$ cat src/rtl/mux_rr_arbiter_if.sv
// Handshake bundle between the requesters/consumer and mux_rr_arbiter.
// The master modport is the environment side; the slave modport is the arbiter.
interface mux_rr_arbiter_if #(
    parameter int BIT_WIDTH = 4,
    parameter int DEPTH     = 4,
    parameter int SEL_WIDTH = 2
);
    logic [DEPTH-1:0]           req_valid;
    logic [DEPTH-1:0]           req_ready;
    logic [BIT_WIDTH*DEPTH-1:0] req_data;
    logic                       out_valid;
    logic                       out_ready;
    logic [BIT_WIDTH-1:0]       out_data;
    logic [SEL_WIDTH-1:0]       select;
    logic [DEPTH-1:0]           grant;

    modport master (
        output req_valid, req_data, out_ready,
        input  req_ready, out_valid, out_data, select, grant
    );

    modport slave (
        input  req_valid, req_data, out_ready,
        output req_ready, out_valid, out_data, select, grant
    );
endinterface

$ cat src/rtl/mux_rr_arbiter.sv
// Round-robin arbiter sharing one mux among DEPTH requesters into a one-entry output register.
// Define MUX_ARB_BURST_EN to let a winner repeat up to MAX_BURST consecutive grants.
module mux_rr_arbiter #(
    parameter int BIT_WIDTH = 4,
    parameter int DEPTH     = 4,
    parameter int SEL_WIDTH = 2,
    parameter int MAX_BURST = 4
) (
    input logic             clk,
    input logic             rst,
    mux_rr_arbiter_if.slave bus
);
    typedef enum logic {EMPTY, FULL} state_t;

    state_t                          state;
    logic [SEL_WIDTH-1:0]            ptr;
    logic [SEL_WIDTH-1:0]            win;
    logic [SEL_WIDTH-1:0]            win_inc;
    logic                            any_valid;
    logic                            slot_free;
    logic                            accept;
    logic [DEPTH-1:0][BIT_WIDTH-1:0] words;
    logic [BIT_WIDTH-1:0]            mux_word;

`ifdef MUX_ARB_BURST_EN
    localparam int BCW = $clog2(MAX_BURST + 1);
    logic [BCW-1:0] burst_cnt;
    logic           burst_act;
    logic           repeat_win;

    // The last winner keeps the slot while it stays valid and has burst budget left.
    assign repeat_win = burst_act && bus.req_valid[bus.select] &&
                        (burst_cnt < BCW'(MAX_BURST - 1));
`endif

    assign words     = bus.req_data;
    assign slot_free = (state == EMPTY) | bus.out_ready;
    assign accept    = any_valid & slot_free & ~rst;
    assign win_inc   = (win == SEL_WIDTH'(DEPTH - 1)) ? '0 : win + 1'b1;

    assign bus.req_ready = accept ? (DEPTH'(1) << win) : '0;
    assign bus.out_valid = (state == FULL);

    // Lowest valid index at or above ptr wins; otherwise the lowest valid index (wrap).
    always_comb begin
        win       = '0;
        any_valid = 1'b0;
        for (int i = DEPTH - 1; i >= 0; i--) begin
            if (bus.req_valid[i]) begin
                win       = SEL_WIDTH'(i);
                any_valid = 1'b1;
            end
        end
        for (int i = DEPTH - 1; i >= 0; i--) begin
            if (bus.req_valid[i] && (SEL_WIDTH'(i) >= ptr))
                win = SEL_WIDTH'(i);
        end
`ifdef MUX_ARB_BURST_EN
        if (repeat_win)
            win = bus.select;
`endif
    end

    always_comb begin
        mux_word = '0;
        for (int i = 0; i < DEPTH; i++) begin
            if (win == SEL_WIDTH'(i))
                mux_word = words[i];
        end
    end

    always_ff @(posedge clk) begin
        if (rst) begin
            state        <= EMPTY;
            bus.out_data <= '0;
            bus.select   <= '0;
            bus.grant    <= '0;
            ptr          <= '0;
`ifdef MUX_ARB_BURST_EN
            burst_cnt    <= '0;
            burst_act    <= 1'b0;
`endif
        end else if (accept) begin
            state        <= FULL;
            bus.out_data <= mux_word;
            bus.select   <= win;
            bus.grant    <= DEPTH'(1) << win;
`ifdef MUX_ARB_BURST_EN
            burst_act    <= 1'b1;
            if (repeat_win) begin
                burst_cnt <= burst_cnt + 1'b1;
            end else begin
                burst_cnt <= '0;
                ptr       <= win_inc;
            end
`else
            ptr          <= win_inc;
`endif
        end else begin
            if (state == FULL && bus.out_ready) begin
                state     <= EMPTY;
                bus.grant <= '0;
            end
`ifdef MUX_ARB_BURST_EN
            if (burst_act && !bus.req_valid[bus.select]) begin
                burst_act <= 1'b0;
                burst_cnt <= '0;
            end
`endif
        end
    end
endmodule

$ cat src/flat_wrapper.sv
// flat-port wrapper written by rule: the top's interface ports become plain ports
module mux_rr_arbiter_flat 
#(
    parameter int BIT_WIDTH = 4,
    parameter int DEPTH     = 4,
    parameter int SEL_WIDTH = 2,
    parameter int MAX_BURST = 4
)
  (clk, rst, bus_req_valid, bus_req_data, bus_out_ready, bus_req_ready, bus_out_valid, bus_out_data, bus_select, bus_grant);
  mux_rr_arbiter_if #(.BIT_WIDTH(BIT_WIDTH), .DEPTH(DEPTH), .SEL_WIDTH(SEL_WIDTH)) bus_i ();
  input logic clk;
  input logic rst;
  input wire logic [$bits(bus_i.req_valid)-1:0] bus_req_valid;
  input wire logic [$bits(bus_i.req_data)-1:0] bus_req_data;
  input wire logic [$bits(bus_i.out_ready)-1:0] bus_out_ready;
  output wire logic [$bits(bus_i.req_ready)-1:0] bus_req_ready;
  output wire logic [$bits(bus_i.out_valid)-1:0] bus_out_valid;
  output wire logic [$bits(bus_i.out_data)-1:0] bus_out_data;
  output wire logic [$bits(bus_i.select)-1:0] bus_select;
  output wire logic [$bits(bus_i.grant)-1:0] bus_grant;
  assign bus_i.req_valid = bus_req_valid;
  assign bus_i.req_data = bus_req_data;
  assign bus_i.out_ready = bus_out_ready;
  assign bus_req_ready = bus_i.req_ready;
  assign bus_out_valid = bus_i.out_valid;
  assign bus_out_data = bus_i.out_data;
  assign bus_select = bus_i.select;
  assign bus_grant = bus_i.grant;
  mux_rr_arbiter #(.BIT_WIDTH(BIT_WIDTH), .DEPTH(DEPTH), .SEL_WIDTH(SEL_WIDTH), .MAX_BURST(MAX_BURST)) u_core (.clk(clk), .rst(rst), .bus(bus_i));
endmodule
$ cat config.mk
export PLATFORM = sky130hd
export DESIGN_NAME = mux_rr_arbiter_flat
export DESIGN_NICKNAME = d
export VERILOG_FILES = /design/src/rtl/mux_rr_arbiter_if.sv /design/src/rtl/mux_rr_arbiter.sv /design/src/flat_wrapper.sv
export SDC_FILE = /design/constraint.sdc
export NUM_CORES = 1
export LEC_CHECK = 0
export BUFFER_PORTS_ARGS = -buffer_cell sky130_fd_sc_hd__clkbuf_2
export CAP_MARGIN = 20
export CORE_MARGIN = 2
export CORE_UTILIZATION = 45
export DETAILED_ROUTE_END_ITERATION = 10
export HOLD_SLACK_MARGIN = 0.03
export PLACE_DENSITY = 0.8
export SLEW_MARGIN = 20
export SYNTH_ARGS = -nofsm -noshare
export SYNTH_HDL_FRONTEND = slang
export SYNTH_SLANG_ARGS = --single-unit
$ cat constraint.sdc
create_clock -name clk -period 2.7 [get_ports clk]
set_input_delay 0.54 -clock clk [delete_from_list [all_inputs] [get_ports clk]]
set_output_delay 0.54 -clock clk [all_outputs]
set_load 0.01 [all_outputs]
# --- Word-level counts from Yosys, hierarchy flattened ---
# Cells that the tools add are included.
op_classes:
  add_sub_neg: 1
  magnitude_cmp: 4
  n_eq_ne: 3
  n_shift: 1
  muxes: 22
  bitwise: 5
  reduce_logical: 7
op_table:
  columns: ["cell", "n"]
  rows:
  - ["$mux W4", 7]
  - ["$mux W2", 9]
  - ["$mux W1", 6]
  - ["$logic_and A1 B1 Y1", 5]
  - ["$eq A2 B2 Y1 const B", 2]
  - ["$ge A1 B2 Y1 const A", 2]
  - ["$ge A2 B2 Y1 const A", 2]
  - ["$shl A1 B2 Y4 const A", 1]
  - ["$add A2 B1 Y2 const B", 1]
  - ["$and A1 B1 Y1", 2]
  - ["$eq A2 B1 Y1 const B", 1]
  - ["$logic_not A2 Y1", 1]
  - ["$not A1 Y1", 2]
  - ["$reduce_bool A2 Y1", 1]
  - ["$or A1 B1 Y1", 1]
word_totals:
  regBits: 13
  in_bits: 23
  out_inout_bits: 15
  word_cells: 48

# --- Logic depth before layout (Yosys ltp) ---
depth:
  depth_word: 13
  ltp_mapped: 10
  ltp_nobuf: 9

# --- Least setup slack after synthesis ---
# OpenSTA, ideal clock, no wires.
synth_timing:
  path_type: "input -> register"
  start: "in bus_req_valid[1]"
  end: "reg u_core.bus.out_data[0]"
  setup_ns: 0.071
  arrival_ns: 2.287
  required_ns: 2.629
  path_slack_ns: 0.343
  stages: 9
  n_path_buf: 1
  path_cell_list: "nand2b_1 a21oi_1 o32ai_1 inv_1 ha_1 clkbuf_1 nor2b_1 or4_1 a21oi_1"
synth_via:
  elab_chain_len: 11
  elab_cells_between_ends: 19
  cone_classes: "eq/ne (3); mux (12); bitwise (2); reduce/logical (2)"
synth_lines:
  columns: ["item", "line", "rtl"]
  rows:
  - ["from (decl)", "flat_wrapper.sv:13", "input wire logic [$bits(bus_i.req_valid)-1:0] bus_req_valid;"]
  - ["$mux W2 (2 in series)", "mux_rr_arbiter.sv:49", "if (bus.req_valid[i]) begin"]
  - ["$mux W2 (2 in series)", "mux_rr_arbiter.sv:55", "if (bus.req_valid[i] && (SEL_WIDTH'(i) >= ptr))"]
  - ["$mux W2 * (2 in series)", "mux_rr_arbiter.sv:55", null]
  - ["net u_core.win[1]", "mux_rr_arbiter.sv:17", "logic [SEL_WIDTH-1:0] win;"]
  - ["$logic_not A2 Y1", "mux_rr_arbiter.sv:67", "if (win == SEL_WIDTH'(i))"]
  - ["$mux W4 (3 in series)", "mux_rr_arbiter.sv:67", null]
  - ["$mux W4 *", "mux_rr_arbiter.sv:67", null]
  - ["to (signal assigned)", "mux_rr_arbiter.sv:85", "bus.out_data <= mux_word;"]
  - ["to (decl)", "mux_rr_arbiter_if.sv:24", "output req_ready, out_valid, out_data, select, grant"]
# Mark *: on every way through the listed nets, which the timed path passes. The rest lies on a longest branch.
# A chain may end at the register's enable or synchronous reset.

# --- Final worst setup path ---
layout_timing:
  start: "in bus_req_valid[3]"
  end: "out bus_req_ready[3]"
layout_via:
  elab_chain_len: 10
  elab_cells_between_ends: 17
  cone_classes: "shift (1); mux (13); bitwise (2); reduce/logical (1)"
layout_lines:
  columns: ["item", "line", "rtl"]
  rows:
  - ["$mux W2 (4 in series)", "mux_rr_arbiter.sv:49", null]
  - ["$mux W2 * (4 in series)", "mux_rr_arbiter.sv:55", null]
  - ["net u_core.win[0]", "mux_rr_arbiter.sv:17", null]
  - ["$shl A1 B2 Y4 *", "mux_rr_arbiter.sv:41", "assign bus.req_ready = accept ? (DEPTH'(1) << win) : '0;"]
  - ["$mux W4 *", "mux_rr_arbiter.sv:41", null]
  - ["to (decl)", "flat_wrapper.sv:16", "output wire logic [$bits(bus_i.req_ready)-1:0] bus_req_ready;"]
# Marks and branches as above.

==> results_dict.tcl <==
set metrics [dict create \
    run_status "finished, final reports clean" \
    hold_start "u_core.bus.out_data[2]" \
    p_leak_nw 0.514 \
    mostFrequentLayoutCells "sky130_fd_sc_hd__clkbuf_2 (37), sky130_fd_sc_hd__dfxtp_1 (13), sky130_fd_sc_hd__a21oi_1 (9), sky130_fd_sc_hd__nand2_1 (8), sky130_fd_sc_hd__nor2b_1 (7)" \
    holdPathStages 2 \
    maxCapViolations 0 \
    final_routed_wirelength_um 2100 \
    internal-power_uw 383 \
    cts_root_buffer "sky130_fd_sc_hd__clkbuf_4" \
    route.detailed.vias_per_inst 5.39 \
    placement_rows 15 \
    proportion_of_synthesized_chip_area_in_sequential_cells 0.318 \
    vias 862 \
    synth_edf_count 0 \
    first_global_vias 699 \
    met2_demand_to_capacity_share_in_global_routing 0.331 \
    slew-limit-headroom 0.712 \
    cts.clk_slew.worst_paths_ns 0.08 \
    floorplan.initialDensity 0.475 \
    path_buf_inv 2 \
    clkLatencyLatePin_ns 0.28 \
    synthesis.nets 124 \
    crit_path_start_kind "input pin" \
    pin_count 38 \
    die-area_um2 2180 \
    hpwl_um 1660 \
    netlist.top_cell.by_area "sky130_fd_sc_hd__dfxtp_1" \
    hp-class "flip-flop to flip-flop" \
    fraction_of_the_mapped_netlist_area_in_compound_gates 0.220 \
    layout_commonest_cell "sky130_fd_sc_hd__clkbuf_2" \
    final_period_minus_worst_setup_slack_ns 2.56 \
    synth_cell_types 32 \
    vdd.ir_drop.worst_uv 340 \
    hold_buffers 0 \
    cp_cell_sequence "clkbuf_2, and2b_1, nor3b_1, o22a_1, ha_1, and2_1, clkbuf_2" \
    power.switching_fraction 0.349 \
    critical_path.slowest_cell "sky130_fd_sc_hd__ha_1" \
    hold_path_end "u_core.bus.out_data[2]" \
    required_ns 2.16 \
    synth-simple-area-share 0.305 \
    power.density_cell_area_nw_per_um2 565 \
    post-cts-setup-buffers 0 \
    synth_xor_area_frac 0 \
    clock_path_buffers 2 \
    grt-busiest-layer "met2" \
    place.port_buffers 37 \
    r2r_start "u_core.ptr[0]" \
    clkSinkCount 13 \
    synth_ff_type "sky130_fd_sc_hd__dfxtp_1" \
    finish.net_count 163 \
    cts-htree-levels 1 \
    rrSetupSlack_ns 0.48 \
    fmaxAchievable_mhz 390 \
    power.switching_uw 206 \
    proportion_of_layout_cells_with_a_drive_suffix_above_1 0.348 \
    highest_fanout_seen_on_the_critical_path 10 \
    critPathTopFamily "simple AND/OR/NAND/NOR gates" \
    core_area_um2 1730 \
    firstDrtPassIters 4 \
    cp_slowest_stage_delay_ns 0.37 \
    yosysWarnings 0 \
    grt_util_met3 0.0627 \
    cts.repair.resized 0 \
    fin_tns_setup_ns 0 \
    detailedRoute.firstIterationViolations 29 \
    antennaDiodeCount 0 \
    critPathKind "input pin to output port" \
    worst_pin_slew_ns 0.429 \
    timing.final.crit_share 0.949 \
    grt_max_degree 14 \
    avgRoutedWirePerCell_um 13.1 \
    synthCells 97 \
    maxSlewViolCount 0 \
    fin_util 0.604 \
    overall_routing_resource_usage 0.211 \
    number_of_buffers_inserted_during_clock_tree_synthesis 3 \
    gp_congestion 0.770 \
    worstRegToRegCells 9 \
    synth_largest_type_area_fraction 0.318 \
    share_clk_of_total_power 0.213 \
    finalSetupViolations 0 \
    hold_viol 0 \
    cts_tree "built" \
    dominant_combinational_cell_family_by_area_after_synthesis "simple AND/OR/NAND/NOR gates" \
    height_of_the_chip_um 46.7 \
    critical_path.reg2reg.endpoint "u_core.bus.out_data[3]" \
    ant_nets 0 \
    yosys_register_bits 13 \
    timing.critical_path.to_type "output port" \
    fp.dieW_um 46.7 \
    avgSynthCellArea_um2 8.45 \
    seq_power_share 0.403 \
    synth-async-reset-ratio 0 \
    setup_repair_after_global_routing_missed_its_margin "false" \
    worst-endpoint-arrival_ns 2.02 \
    grt_overflow_total 0 \
    yosys-mux-area-fraction 0.0366 \
    drcViolationCount 0 \
    area_growth_pct 27.3 \
    synthesis.area_um2 820 \
    final.setup_skew_ns 0.00190 \
    synth-adder-area-share 0.0611 \
    grt_antenna_before_repair 0 \
    netlist_top_cells_area "sky130_fd_sc_hd__dfxtp_1 (32%), sky130_fd_sc_hd__ha_1 (6.1%), sky130_fd_sc_hd__a21oi_1 (5.5%), sky130_fd_sc_hd__nor3b_1 (5.5%), sky130_fd_sc_hd__nor2b_1 (5.3%)" \
    first_pass_grt_wire_length_um 3150 \
    critPathMostFrequentCell "sky130_fd_sc_hd__clkbuf_2" \
    grtUsageMet1 0.273 \
    share_comb_of_total_power 0.384 \
]
sequential cells by signal (all words and copies together), names as in the netlist:
name and cells:
u_core.bus.grant 4, u_core.bus.out_data 4, u_core.bus.out_valid 1, u_core.bus.select 2, u_core.ptr 2
power by group through the flow:
stage	combinational, mW	sequential, mW	clock, mW
2_1_floorplan	0.136	0.251	0
3_3_place_gp	0.216	0.240	0
3_5_place_dp	0.224	0.243	0
4_1_cts	0.225	0.238	0.127
5_1_grt	0.254	0.242	0.136
6_report	0.226	0.238	0.125
worst register-to-register path, stage by stage (launching register included):
cell and delay [ns]:
sky130_fd_sc_hd__dfxtp_1 0.36, sky130_fd_sc_hd__nor2b_1 0.08, sky130_fd_sc_hd__nor3b_1 0.20, sky130_fd_sc_hd__o22a_1 0.27
sky130_fd_sc_hd__inv_1 0.10, sky130_fd_sc_hd__ha_1 0.28, sky130_fd_sc_hd__or2_2 0.36, sky130_fd_sc_hd__a221oi_1 0.24
sky130_fd_sc_hd__or4_1 0.15, sky130_fd_sc_hd__a21oi_1 0.05
synth_stat cells (2+ instances only):
cell                        n
sky130_fd_sc_hd__or4_1      4
sky130_fd_sc_hd__nand2_1    8
sky130_fd_sc_hd__buf_6      2
sky130_fd_sc_hd__inv_1      4
sky130_fd_sc_hd__ha_1       4
sky130_fd_sc_hd__o21ai_0    3
sky130_fd_sc_hd__and2_1     4
sky130_fd_sc_hd__or2_2      2
sky130_fd_sc_hd__o22ai_1    3
sky130_fd_sc_hd__nor3b_1    6
sky130_fd_sc_hd__nor2_1     2
sky130_fd_sc_hd__a32oi_1    3
sky130_fd_sc_hd__nor2b_1    7
sky130_fd_sc_hd__clkbuf_1   3
sky130_fd_sc_hd__dfxtp_1   13
sky130_fd_sc_hd__mux2i_1    3
sky130_fd_sc_hd__a221oi_1   3
sky130_fd_sc_hd__a21oi_1    9
per-layer routing:
metal	wire length [µm]	part of all wire
met5	0	0
met4	34	0.016
met3	161	0.077
met2	1080	0.51
met1	828	0.39
final cells by class:
class,count,area [µm²]
well taps,25,31.3
fillers,181,683
repair buffers,39,200
inverters,4,15.0
flip-flops and latches,13,260
multi-input cells,75,510
clock buffers,4,26.3
cell families after synthesis:
logic type	Yosys count
multiplexers	3
adder cells (fa/ha/maj)	4
buffers and inverters	9
AND/OR/NAND/NOR	41
flip-flops	13
AO/OA/AOI/OAI	27
worst max-delay path by stage:
stage | from | to | slack, ns | cells after the start
global route | bus_req_valid[3] | bus_req_ready[3] | 0.06 | 7
global placement | bus_req_valid[1] | u_core.bus.out_data[3] | 0.22 | 11
floorplan | bus_req_valid[1] | u_core.bus.out_data[0] | 0.34 | 9
CTS | bus_req_valid[3] | bus_req_ready[3] | 0.16 | 7
detailed placement | bus_req_valid[3] | u_core.bus.out_data[3] | 0.11 | 10
finish | bus_req_valid[3] | bus_req_ready[3] | 0.14 | 7
through the flow:
stage	hold slack, ns	worst slack (ns)	cell area [µm²]	cells	power [mW]
6_report	0.456	0.138	1040	160	0.589
5_1_grt	0.482	0.0561	1040	160	0.632
4_1_cts	0.458	0.160	1040	160	0.590
3_5_place_dp	0.447	0.113	1020	156	0.466
3_3_place_gp	0.443	0.219	1020	156	0.456
2_1_floorplan	0.471	0.343	820	97	0.387
Note: power is estimated with default switching activity, not from simulation.
